**config.mk**
```make
export PLATFORM = sky130hd
export DESIGN_NAME = encoder4_2_pending
export DESIGN_NICKNAME = d
export VERILOG_FILES = /design/src/rtl/encoder4_2_pending.sv
export SDC_FILE = /design/constraint.sdc
export NUM_CORES = 1
export LEC_CHECK = 0
export ABC_AREA = 1
export CAP_MARGIN = 20
export CELL_PAD_IN_SITES_DETAIL_PLACEMENT = 1
export CELL_PAD_IN_SITES_GLOBAL_PLACEMENT = 1
export CORE_MARGIN = 3
export CORE_UTILIZATION = 24
export CTS_CLUSTER_SIZE = 14
export DETAILED_ROUTE_END_ITERATION = 10
export PLACE_DENSITY_LB_ADDON = 0.1
export SETUP_SLACK_MARGIN = 0.05
export SYNTH_ARGS = -nofsm -noshare
export SYNTH_HDL_FRONTEND = slang
export SYNTH_SLANG_ARGS = --single-unit
```
**constraint.sdc**
```tcl
create_clock -name clk -period 0.9 [get_ports clk]
set_input_delay 0.18 -clock clk [delete_from_list [all_inputs] [get_ports clk]]
set_output_delay 0.18 -clock clk [all_outputs]
set_load 0.01 [all_outputs]
```
**src/rtl/encoder4_2_pending.sv**
```systemverilog
// Sequential 4-to-2 encoder with sticky request capture and ack handshake.
// Define ENC_ROUND_ROBIN_EN for rotating priority; otherwise priority is fixed (3 highest).
module encoder4_2_pending #(
    parameter logic [1:0] IDLE_CODE = 2'b00
) (
    input  logic       clk,
    input  logic       rst,
    input  logic [3:0] req,
    input  logic       ack,
    output logic [1:0] Y,
    output logic       valid,
    output logic [3:0] pending,
    output logic       multi
);

    logic       take;
    logic [3:0] clr;
    logic [3:0] pnext;
    logic [1:0] ptr_sel;
    logic [1:0] idx;
    logic [1:0] sel_code;
    logic       sel_found;
    logic       multi_next;

    assign take = valid & ack;

    // NOTE: every always_comb output gets a default first so no path leaves it unassigned (no latch).
    always_comb begin
        clr   = take ? (4'b0001 << Y) : 4'b0000;
        pnext = (pending & ~clr) | req;
    end

`ifdef ENC_ROUND_ROBIN_EN
    logic [1:0] ptr;

    always_ff @(posedge clk or posedge rst) begin
        if (rst)
            ptr <= 2'd3;
        else if (take)
            ptr <= Y - 2'd1;
    end

    // The search on an ack edge already uses the rotated pointer, so the served line drops to last place at once.
    assign ptr_sel = take ? (Y - 2'd1) : ptr;
`else
    assign ptr_sel = 2'd3;
`endif

    always_comb begin
        sel_code  = IDLE_CODE;
        sel_found = 1'b0;
        idx       = ptr_sel;
        for (int i = 0; i < 4; i++) begin
            idx = ptr_sel - 2'(i);
            if (!sel_found && pnext[idx]) begin
                sel_code  = idx;
                sel_found = 1'b1;
            end
        end
    end

    // Two or more bits set <=> clearing the lowest set bit leaves something behind.
    assign multi_next = |(pnext & (pnext - 4'd1));

    // NOTE: state registers use non-blocking assignments so all of them update from pre-edge values.
    always_ff @(posedge clk or posedge rst) begin
        if (rst) begin
            pending <= 4'b0000;
            Y       <= IDLE_CODE;
            valid   <= 1'b0;
            multi   <= 1'b0;
        end else begin
            pending <= pnext;
            Y       <= sel_code;
            valid   <= |pnext;
            multi   <= multi_next;
        end
    end

endmodule

```
### Word level (Yosys, flattened, before mapping)

Index checks and enable logic that the tools add are counted.

| storage, ports and cells | value |
|---|---|
| register bits after elaboration | 8 |
| bits in latches | 0 |
| bits in writable memories | 0 |
| ROM bits | 0 |
| input port bits | 7 |
| output and inout bits | 8 |
| word-level logic and storage cells | 27 |
| memories | 0 |

| operators by class | value |
|---|---|
| add/sub/neg operators | 1 |
| multipliers | 0 |
| divide/modulo/power cells | 0 |
| order comparisons | 0 |
| eq/ne operators | 0 |
| shifts and indexed selects | 1 |
| mux-type cells | 8 |
| bitwise logic cells | 5 |
| reduce and logical (&&, ||, !) cells | 8 |

Operator list:

| cell | count |
|---|---|
| $and A4 B4 Y4 | 2 |
| $mux W2 | 4 |
| $reduce_or A4 Y1 | 2 |
| $mux W4 | 1 |
| $not A4 Y4 | 1 |
| $or A4 B4 Y4 | 1 |
| $shl A1 B2 Y4 const A | 1 |
| $sub A4 B1 Y4 const B | 1 |
| $logic_and A1 B1 Y1 | 3 |
| $logic_not A1 Y1 | 3 |
| $mux W1 | 3 |
| $and A1 B1 Y1 | 1 |

### Longest topological paths before layout

| depth | value |
|---|---|
| word-level depth | 15 |
| mapped depth | 9 |
| gate-level depth less buffers | 9 |

### Worst setup path after synthesis

No wires, ideal clock.

| timing | value |
|---|---|
| path kind | flip-flop to flip-flop |
| start point | register Y[0] |
| end point | register multi |
| library setup time | 0.116 ns |
| arrival time | 0.919 ns |
| data required time | 0.784 ns |
| setup slack | -0.135 ns |
| cell stages (with the launch flop) | 8 |
| buffers on the path | 0 |
| period minus slack after synthesis | 1.035 ns |
| cell sequence | dfrtp_1 inv_1 nor2_1 nand2_1 a21oi_2 nand2_1 nand2_1 nand2_1 |

| on the way | value |
|---|---|
| word-level cells in the longest chain between the ends | 8 |

Ends and longest elaborated chain:

| element | line | source |
|---|---|---|
| from (decl) | 10 | `output logic [1:0] Y,` |
| from (signal assigned) | 74 | `Y <= sel_code;` |
| $shl A1 B2 Y4 * | 29 | `clr = take ? (4'b0001 << Y) : 4'b0000;` |
| $mux W4 * | 29 |  |
| $not A4 Y4 * | 30 | `pnext = (pending & ~clr) \| req;` |
| $and A4 B4 Y4 * | 30 |  |
| $or A4 B4 Y4 * | 30 |  |
| $sub A4 B1 Y4 | 63 | `assign multi_next = \|(pnext & (pnext - 4'd1));` |
| $and A4 B4 Y4 * | 63 |  |
| $reduce_or A4 Y1 * | 63 |  |
| named net multi_next | 23 | `logic multi_next;` |
| to (signal assigned) | 76 | `multi <= multi_next;` |
| to (decl) | 13 | `output logic multi` |

Mark *: on every way through the listed nets, which the timed path passes. The rest lies on a longest branch.

### Worst setup path in the final report

| timing | value |
|---|---|
| start point | register Y[0] |
| end point | register valid |

| on the way | value |
|---|---|
| word-level cells in the longest chain between the ends | 6 |

Ends and longest elaborated chain:

| element | line | source |
|---|---|---|
| $shl A1 B2 Y4 | 29 |  |
| $mux W4 | 29 |  |
| $not A4 Y4 | 30 |  |
| $and A4 B4 Y4 | 30 |  |
| $or A4 B4 Y4 | 30 |  |
| $reduce_or A4 Y1 | 75 | `valid <= \|pnext;` |
| to (signal assigned) | 75 |  |
| to (decl) | 11 | `output logic valid,` |

Every way passes these cells.

==> Implementation_results.wiki <==
{| class="wikitable"
! Metric !! Value
|-
| Final hold slack || 178 ps
|-
| Register clock-pin slew on the reported worst setup and hold paths || 60 ps
|-
| Relative contribution of combinational cells to total power || 22.0%
|-
| Source-to-sink clock delay at the later pin of the worst-skew pair || between 200 and 250 ps
|-
| Maximum VDD drop || around 760 uV
|-
| DIE HEIGHT || 45.7 um
|-
| Iteration count of the initial detailed-routing pass || 1
|-
| Proportion of power drawn by the clock network || between 30% and 40%
|-
| Max Clock Freq || 880 MHz
|-
| Maximum clock insertion buffer count || 2
|-
| TritonCTS Sinks || 8
|-
| Leakage || 0.331 nW
|-
| Crit. End Element || register
|-
| Initial antenna violation count || 0
|-
| Final weighted congestion in routability-driven placement || around 0.7
|-
| Diode count || 0
|-
| Root cell of the clock tree || sky130_fd_sc_hd__clkbuf_4
|-
| CTS Hold Buffers Added || 0
|-
| Final worst slack || -237 ps
|-
| Commonest cells after routing, fill and taps aside || sky130_fd_sc_hd__nand2_1 (12), sky130_fd_sc_hd__inv_1 (9), sky130_fd_sc_hd__nand2_2 (7), sky130_fd_sc_hd__dfrtp_1 (6), sky130_fd_sc_hd__buf_4 (6)
|-
| Cell count of the worst reg-to-reg path || 6
|-
| Residual overflow from global routing || 0
|-
| Crit-path max FO || 5
|-
| Hold WC Path Type || input pin to async pin
|-
| Violations in the final reports || negative setup slack
|-
| Core footprint || 1380 sq um
|-
| Destination of the critical timing path || valid
|-
| Reg power frac || 46.6%
|-
| Endpoint of the worst register-to-register path || valid
|-
| Layout net count || 82
|-
| Required time of the critical path || 1020 ps
|-
| Final setup TNS || -1450 ps
|-
| Max-slew violation count || 0
|-
| Slew at the pin closest to its max-slew limit || 307 ps
|-
| Number of levels the H-tree was split into || 1
|-
| Non-filler instance count after layout || 88
|-
| Design Area, Final || 631 sq um
|-
| Synthesized netlist net count || 56
|-
| Clock period minus final worst setup slack || 1140 ps
|-
| Mean number of vias per cell || around 4.4
|-
| Start of the worst register-to-register path || Y[0]
|-
| I/O pins || 15
|-
| CTS tree || built
|-
| Power Total || 0.836 mW
|-
| Startpoint of the most critical setup path || Y[0]
|-
| Post-route antenna net violation count || 0
|-
| Result of the run || finished, violations left
|-
| Syn. warnings || 0
|-
| Total of flip-flops plus latches after synthesis || 8
|-
| Category of the worst setup path launch point || register
|-
| Share of cells above drive strength 1 || 47.9%
|-
| Number of endpoints with negative hold slack in the final report || 0
|-
| Average wire length per cell after detail routing || 11.0 um
|-
| Mean post-synth cell area || 7.71 sq um
|-
| Arrival time worst endpoint || 1260 ps
|-
| Port Buf Inserts || 14
|-
| Worst Skew || 5.52 ps
|-
| Sw power || 0.212 mW
|-
| Number of maximum-capacitance violations || 0
|-
| Finished Core Util || 45.6%
|-
| Post-synthesis instance total || 49
|-
| Die span in x || 45.7 um
|-
| Placement Rows || 13
|-
| Switching power as a share of total power || 25.3%
|-
| Power density over cell area || 1320 nW/um^2
|-
| Area growth from synthesis to final layout || 66.9%
|-
| Netlist cell types || 11
|-
| Internal cell power || 0.624 mW
|-
| Effective utilization at floorplan || a little over a quarter
|-
| Placed cell count || 81
|-
| HPWL Detailed || 744 um
|-
| Maximum number of pins on one net before global-route repair || 9
|-
| DRC violations left || 0
|-
| RSZ-0062 raised after global routing || true
|-
| Crit share post-route || 126%
|-
| Clock buffers created by TritonCTS || 3
|-
| Post-synthesis cell area || 378 sq um
|-
| Total wire length after detailed routing || 972 um
|-
| Final Setup Violations || 13
|-
| Placed instance area || 559 sq um
|-
| Most common library cell in the layout ignoring fill and taps || sky130_fd_sc_hd__nand2_1
|-
| Detailed-route via count || 383
|-
| Wire length of the first global-routing pass || 1590 um
|-
| Worst-case register-to-register setup slack || -240 ps
|-
| Worst slew margin relative to its limit || 79.5%
|-
| Count of routing violations after the opening detailed-route iteration || 0
|-
| Placement-stage worst setup slack || -496 ps
|-
| Part of the Yosys area used for sequential elements || 53.0%
|-
| Type of the worst setup path || register to register
|-
| Die area || 2090 sq um
|-
| Global-route usage over all layers || 10.6%
|-
| Number of global-route vias before repair || 382
|}
[critical path, cell delays in order (launching register included)]
cell                      delay [ps]
sky130_fd_sc_hd__dfrtp_2         410
sky130_fd_sc_hd__inv_1            50
sky130_fd_sc_hd__nor2_1           90
sky130_fd_sc_hd__nand2_1          80
sky130_fd_sc_hd__a21oi_2         170
sky130_fd_sc_hd__buf_4           130
sky130_fd_sc_hd__nand4_1          80
[what timing repair did]
action                     CTS  global route
buffers inserted             1             3
pin swaps                    5             8
resized for setup           38            13
setup endpoints to repair   16            16
[cells by family (layout without fill, tap and decap cells)]
| kind of cell | after synthesis | after routing | share of synthesized area, % |
|---|---|---|---|
| simple gates | 26 | 26 | 28.5 |
| buf+inv | 10 | 34 | 9.93 |
| flops | 8 | 8 | 53.0 |
| compound gates | 5 | 5 | 8.61 |
[sequential cells by signal (all words and copies together) (netlist names)]
| signal | cells |
|---|---|
| pending | 4 |
| Y | 2 |
| multi | 1 |
| valid | 1 |
[metal layers]
layer  GRT usage (%)  up-vias  routed length [um]  share of wire (%)
met3            2.37        0                  61                6.3
li1                -      194                   -                  -
met5               0        -                   0                  0
met2            16.7        8                 486                 50
met4            3.51        0                   0                  0
met1            14.1      181                 423                 44
[worst min-delay path by stage]
| stage | from | to | slack [ps] | depth (start not counted) |
|---|---|---|---|---|
| detailed placement | rst | pending[2] | 450 | 2 |
| global route | rst | pending[1] | 190 | 2 |
| global placement | rst | multi | 440 | 2 |
| finish | rst | pending[1] | 180 | 2 |
| CTS | rst | pending[0] | 190 | 2 |
| floorplan | rst | Y[0] | -4 | 1 |
[power by group through the flow]
stage          clock [mW]  sequential, mW  combinational, mW
4_1_cts             0.268           0.385              0.153
6_report            0.263           0.389              0.184
3_3_place_gp            0           0.392              0.147
5_1_grt             0.308           0.391              0.205
2_1_floorplan           0           0.399             0.0558
3_5_place_dp            0           0.392              0.148
[final cells by class]
class / count / area, sq um
Clock buffer: 3 / 22.5
Sequential cell: 8 / 203
Inverter: 10 / 37.5
Multi-Input combinational cell: 31 / 171
Tap cell: 15 / 18.8
Timing Repair Buffer: 21 / 178
Fill cell: 173 / 752
[cells in the mapped netlist]
master / count / share of area [%]
sky130_fd_sc_hd__nor2_2: 1 / 1.7
sky130_fd_sc_hd__inv_1: 10 / 9.9
sky130_fd_sc_hd__nand2_1: 17 / 17
sky130_fd_sc_hd__nand2_2: 2 / 3.3
sky130_fd_sc_hd__o21ai_0: 1 / 1.3
sky130_fd_sc_hd__nand4_1: 1 / 1.7
sky130_fd_sc_hd__nor2_1: 5 / 5.0
sky130_fd_sc_hd__dfrtp_1: 8 / 53
sky130_fd_sc_hd__o21ai_1: 1 / 1.3
sky130_fd_sc_hd__a21oi_1: 1 / 1.3
sky130_fd_sc_hd__a21oi_2: 2 / 4.6
No activity file was read; power rests on OpenSTA's default activity.
